**src/rtl/msx_slot_io_responder.sv**
```systemverilog
// MSX cartridge-side I/O responder: filters the asynchronous Z80 slot strobes,
// decodes the VDP port window and bridges each slot cycle onto a valid/ready bus.
module msx_slot_io_responder #(
  parameter logic [7:0]  IO_BASE       = 8'h98,
  parameter logic [7:0]  IO_MASK       = 8'hFC,
  parameter int unsigned FILTER_CYCLES = 3
) (
  input  logic       clk,
  input  logic       reset_n,
  input  logic [7:0] slot_a,
  input  logic       slot_iorq_n,
  input  logic       slot_rd_n,
  input  logic       slot_wr_n,
  input  logic [7:0] slot_d_in,
  output logic [7:0] slot_d_out,
  output logic       slot_d_oe,
  output logic       slot_wait,
  output logic       bus_valid,
  input  logic       bus_ready,
  output logic       bus_write,
  output logic [1:0] bus_address,
  output logic [7:0] bus_wdata,
  input  logic [7:0] bus_rdata,
  input  logic       bus_rdata_en
);

  typedef enum logic [1:0] {
    IDLE,
    REQ,
    RD_WAIT,
    HOLD
  } state_t;

  localparam int          IORQ       = 2;
  localparam int          RD         = 1;
  localparam int          WR         = 0;
  localparam logic [2:0]  CNT_THRESH = 3'(FILTER_CYCLES);
  localparam logic [2:0]  CNT_MAX    = 3'd7;

  // Strobes packed as {iorq_n, rd_n, wr_n}.
  logic [2:0]      strobe_meta;
  logic [2:0]      strobe_sync;
  logic [2:0][2:0] low_cnt;

  logic iorq_lo;
  logic rd_lo;
  logic wr_lo;
  logic iorq_high;
  logic addr_match;
  logic hit;

  state_t     state;
  state_t     state_nxt;
  logic       aborted;
  logic       aborted_nxt;
  logic       valid_nxt;
  logic       wait_nxt;
  logic       oe_nxt;
  logic [7:0] dout_nxt;
  logic       write_nxt;
  logic [1:0] addr_nxt;
  logic [7:0] wdata_nxt;

  // NOTE: synchronizers reset to 1 so an inactive (high) strobe is assumed
  // until real samples arrive; resetting to 0 would fake a low cycle.
  always_ff @(posedge clk) begin
    if (!reset_n) begin
      strobe_meta <= '1;
      strobe_sync <= '1;
      low_cnt     <= '0;
    end else begin
      strobe_meta <= {slot_iorq_n, slot_rd_n, slot_wr_n};
      strobe_sync <= strobe_meta;
      for (int i = 0; i < 3; i++) begin
        if (strobe_sync[i]) begin
          low_cnt[i] <= '0;
        end else if (low_cnt[i] != CNT_MAX) begin
          low_cnt[i] <= low_cnt[i] + 3'd1;
        end
      end
    end
  end

  assign iorq_lo    = (low_cnt[IORQ] >= CNT_THRESH);
  assign rd_lo      = (low_cnt[RD]   >= CNT_THRESH);
  assign wr_lo      = (low_cnt[WR]   >= CNT_THRESH);
  // Cycle end is taken from a single synchronized high sample, unfiltered.
  assign iorq_high  = strobe_sync[IORQ];
  assign addr_match = ((slot_a & IO_MASK) == IO_BASE);
  assign hit        = iorq_lo & (rd_lo | wr_lo) & addr_match;

  // NOTE: every output of this block gets a default from its current register
  // value before the case, so no path can leave a signal unassigned (no latch).
  always_comb begin
    state_nxt   = state;
    aborted_nxt = aborted;
    valid_nxt   = bus_valid;
    wait_nxt    = slot_wait;
    oe_nxt      = slot_d_oe;
    dout_nxt    = slot_d_out;
    write_nxt   = bus_write;
    addr_nxt    = bus_address;
    wdata_nxt   = bus_wdata;

    unique case (state)
      IDLE: begin
        aborted_nxt = 1'b0;
        oe_nxt      = 1'b0;
        if (hit) begin
          write_nxt = wr_lo;
          addr_nxt  = slot_a[1:0];
          wdata_nxt = slot_d_in;
          valid_nxt = 1'b1;
          wait_nxt  = 1'b1;
          state_nxt = REQ;
        end
      end

      REQ: begin
        // A released slot cycle still finishes its handshake; it just skips HOLD.
        if (iorq_high) begin
          aborted_nxt = 1'b1;
        end
        if (bus_ready) begin
          valid_nxt = 1'b0;
          if (aborted_nxt) begin
            wait_nxt  = 1'b0;
            state_nxt = IDLE;
          end else if (bus_write) begin
            wait_nxt  = 1'b0;
            state_nxt = HOLD;
          end else if (bus_rdata_en) begin
            dout_nxt  = bus_rdata;
            wait_nxt  = 1'b0;
            oe_nxt    = rd_lo;
            state_nxt = HOLD;
          end else begin
            state_nxt = RD_WAIT;
          end
        end
      end

      RD_WAIT: begin
        if (iorq_high) begin
          wait_nxt  = 1'b0;
          state_nxt = IDLE;
        end else if (bus_rdata_en) begin
          dout_nxt  = bus_rdata;
          wait_nxt  = 1'b0;
          oe_nxt    = rd_lo;
          state_nxt = HOLD;
        end
      end

      HOLD: begin
        if (iorq_high) begin
          oe_nxt    = 1'b0;
          state_nxt = IDLE;
        end else begin
          oe_nxt = ~bus_write & rd_lo;
        end
      end

      default: begin
        state_nxt = IDLE;
      end
    endcase
  end

  // NOTE: sequential state uses non-blocking assignments so every register
  // samples the pre-edge values, independent of statement order.
  always_ff @(posedge clk) begin
    if (!reset_n) begin
      state       <= IDLE;
      aborted     <= 1'b0;
      bus_valid   <= 1'b0;
      slot_wait   <= 1'b0;
      slot_d_oe   <= 1'b0;
      slot_d_out  <= 8'h00;
      bus_write   <= 1'b0;
      bus_address <= 2'b00;
      bus_wdata   <= 8'h00;
    end else begin
      state       <= state_nxt;
      aborted     <= aborted_nxt;
      bus_valid   <= valid_nxt;
      slot_wait   <= wait_nxt;
      slot_d_oe   <= oe_nxt;
      slot_d_out  <= dout_nxt;
      bus_write   <= write_nxt;
      bus_address <= addr_nxt;
      bus_wdata   <= wdata_nxt;
    end
  end

endmodule

```
**config.mk**
```make
export PLATFORM = sky130hd
export DESIGN_NAME = msx_slot_io_responder
export DESIGN_NICKNAME = d
export VERILOG_FILES = /design/src/rtl/msx_slot_io_responder.sv
export SDC_FILE = /design/constraint.sdc
export NUM_CORES = 1
export LEC_CHECK = 0
export ABC_AREA = 1
export CORE_MARGIN = 5
export CORE_UTILIZATION = 42
export CTS_BUF_LIST = sky130_fd_sc_hd__clkbuf_4 sky130_fd_sc_hd__clkbuf_8 sky130_fd_sc_hd__clkbuf_16
export CTS_CLUSTER_DIAMETER = 40
export DETAILED_ROUTE_END_ITERATION = 7
export PLACE_DENSITY = 0.75
export REMOVE_ABC_BUFFERS = 1
export SYNTH_ARGS = -nofsm -noshare
export SYNTH_HDL_FRONTEND = slang
export SYNTH_SLANG_ARGS = --single-unit
```
**constraint.sdc**
```tcl
create_clock -name clk -period 1.52 [get_ports clk]
set_input_delay 0.152 -clock clk [delete_from_list [all_inputs] [get_ports clk]]
set_output_delay 0.152 -clock clk [all_outputs]
set_load 0.05 [all_outputs]
```
==> impl_metrics.py <==
metrics = {
    "synthesis": {
        "netlist_top_cells_area": "dfxtp_1 45%, nand2_1 11%, ha_1 9.2%, nor2_1 7.8%, a21oi_1 5.9%",
        "synth_top_area_cell": "dfxtp_1",
        "syn_area_per_cell_sq_um": 7.60,
        "ys_seq_elements": 40,
        "synth_cells": 233,
        "synth_area_sq_um": 1770,
        "ys_seq_area_frac": 0.452,
        "yosys_warnings": 0,
        "netlist.area_leader.share": 0.452,
        "synth_cell_types": 24,
    },
    "final_layout": {
        "final_layout_size_suffix_gt1_frac": 0.330,
        "nNetsFinal": 346,
        "fillCellCount": 341,
        "regArea_sq_um": 816,
        "antenna_cells": 0,
        "multi_input_area_sq_um": 1020,
        "syn2layout_area_growth_pct": 51.4,
        "final_core_util": 0.661,
    },
    "routing": {
        "drtIter0Drc": 49,
        "via_per_inst": 4.69,
        "drt-wirelength-per-cell_microns": 11.6,
        "ant_nets": 0,
        "drt_pass1_iterations": 4,
        "dr_total_vias": 1657,
        "drt-total-wl_mm": 4.11,
        "drc": 0,
    },
    "sta": {
        "post-route-period-util": 1.01,
        "setup_viol": 1,
        "finalHoldViolations": 0,
        "rsz0062_at_grt": "yes",
        "fin_ws_ns": -0.00829,
        "final_max_slew_viol_count": 0,
        "slew-limit-headroom": 0.830,
        "worst_pin_slew_ns": 0.255,
        "fin_crit_ns": 1.53,
        "finalSetupTns_ns": -0.00829,
        "skew_ns": 0.00461,
        "fmax_ghz": 0.654,
        "hold_ws_ns": 0.414,
    },
    "worst_setup_path": {
        "cp.required_ns": 1.74,
        "rr_worst_depth": 8,
        "worst-path-max-fanout": 5,
        "critPathKind": "flop to flop",
        "start_kind": "flop",
        "regToRegStartpoint": "low_cnt[4]",
        "r2r_slack_ns": -0.008,
        "cp.arrival_ns": 1.75,
        "r2r-end": "bus_wdata[1]",
        "endpoint_kind": "flop",
    },
    "worst_hold_path": {
        "min_path_type": "flop to flop",
        "holdPathStages": 1,
        "min_to": "strobe_sync[1]",
        "hp-start": "strobe_meta[1]",
    },
    "clock_tree": {
        "worstSkewPairLatency_ns": 0.29,
        "cts_tree": "done",
        "cts-root-buf": "clkbuf_8",
        "clk_path_buf_depth": 2,
        "clk_pin_slew_ns": 0.07,
        "cts_buffers": 5,
        "clock-sinks": 40,
        "htreeDepth": 2,
    },
    "place": {
        "gp_congestion": 0.824,
        "portBuffers": 52,
        "place_hpwl_mm": 3.01,
    },
    "outcome": {
        "violations": "negative setup slack",
        "outcome": "finished, violations left",
    },
    "global_route": {
        "grt_overflow_total": 0,
        "grt_max_degree": 21,
        "grt_antenna_before_repair": 0,
        "grt_pass1_wl_mm": 6.40,
        "grt_pass1_vias": 1519,
        "grtUsageTotal": 0.146,
    },
    "die": {
        "die_w_microns": 74.9,
        "die_h_microns": 74.9,
        "rows": 23,
        "initial_core_util": 0.436,
        "core_area_sq_um": 4060,
        "io_pins": 53,
        "die_area_sq_um": 5610,
    },
    "power": {
        "power_uw": 2950,
        "leakagePower_uw": 0.00114,
        "ir_worst_vdd_uv": 830,
        "power_density_nw_per_um2": 1100,
    },
    "job": {
        "maxCapViolations": 0,
    },
}
-- cells by family after synthesis --
logic type	Yosys count	share of synthesized area
flip-flops	40	0.452
AND/OR/NAND/NOR	109	0.259
buffers and inverters	30	0.0693
adder cells (fa/ha/maj)	13	0.0919
AO/OA/AOI/OAI	39	0.118
XOR/XNOR	2	0.00990
-- what timing repair did --
| item | CTS | global route |
|---|---|---|
| gates cloned | 0 | 1 |
| endpoints found under the setup margin | 14 | 24 |
| hold buffers | 0 | 0 |
| endpoints found under the hold margin | 0 | 0 |
| setup buffers | 1 | 1 |
| gates resized for setup | 16 | 48 |
| pin swaps | 8 | 14 |
-- per-layer routing --
layer | wire, microns | GRT usage
met1 | 1850 | 0.179
met2 | 1860 | 0.226
met3 | 338 | 0.0654
met4 | 58 | 0.0534
met5 | 0 | 0
-- synth_stat cells (all sizes together) --
library cell,count
a211oi,3
dfxtp,40
o21a,1
clkbuf,2
a21oi,21
ha,13
o211ai,1
o22ai,1
and3,1
inv,25
o21ai,12
xor2,2
nand3,8
buf,3
nor3,1
or2,7
nand2,52
nor2,38
nand4,2
-- placed cells by master (no fill, tap or decap), types with 3 or more instances in the layout --
master,Yosys,routed
dfxtp_2,0,9
or2_2,7,7
dfxtp_1,40,30
nand2_1,50,45
clkbuf_8,0,6
a21oi_2,0,6
a21oi_1,21,15
nor2_1,37,33
nor2_4,0,3
a211oi_1,3,3
nand2_2,2,7
o21ai_1,0,4
inv_2,4,3
clkdlybuf4s50_1,0,30
nand3_2,1,4
nand3_1,7,3
ha_4,0,4
buf_4,0,34
inv_1,21,20
ha_1,13,7
o21ai_0,12,6
-- critical path, stage by stage, from the launching register on --
cell     delay (ns)
dfxtp_4        0.36
ha_4           0.17
ha_4           0.16
nor2_4         0.08
nand4_1        0.18
nand3_4        0.20
buf_6          0.14
nand2_2        0.05
a21oi_2        0.13
-- through the flow --
step	instances	setup slack [ns]	area [sq um]
6_report	353	-0.00829	2680
5_1_grt	353	-0.0910	2680
4_1_cts	351	0.00986	2530
3_5_place_dp	342	-0.0632	2360
3_3_place_gp	342	-0.0188	2360
2_1_floorplan	228	0.00336	1740
-- layout make-up --
| class | instances | share of cell area |
|---|---|---|
| multi-input cells | 164 | 0.380 |
| flip-flops and latches | 40 | 0.304 |
| repair buffers | 66 | 0.216 |
| inverters | 25 | 0.0397 |
| clock buffers | 8 | 0.0364 |
| well taps | 50 | 0.0233 |
-- worst max-delay path by stage --
stage	endpoint	slack (ns)	start
2_1_floorplan	slot_wait	0.003	low_cnt[6]
3_3_place_gp	slot_wait	-0.02	slot_a[3]
3_5_place_dp	state[0]	-0.06	low_cnt[0]
4_1_cts	bus_wdata[2]	0.01	low_cnt[1]
5_1_grt	state[1]	-0.09	low_cnt[4]
6_report	bus_wdata[1]	-0.008	low_cnt[4]
-- sequential cells by signal, summed over array words and instances (netlist names) --
register	count
slot_d_oe	1
slot_wait	1
strobe_sync	3
low_cnt	9
state	2
bus_wdata	8
bus_address	2
aborted	1
strobe_meta	3
bus_valid	1
slot_d_out	8
bus_write	1
-- where the power goes --
group          switching (uW)  leakage [uW]  internal (uW)  total, uW
clock                     341     0.0000523            406        747
sequential               40.2      0.000330           1130       1170
combinational             641      0.000761            391       1030
(Power assumes the default switching activity.)
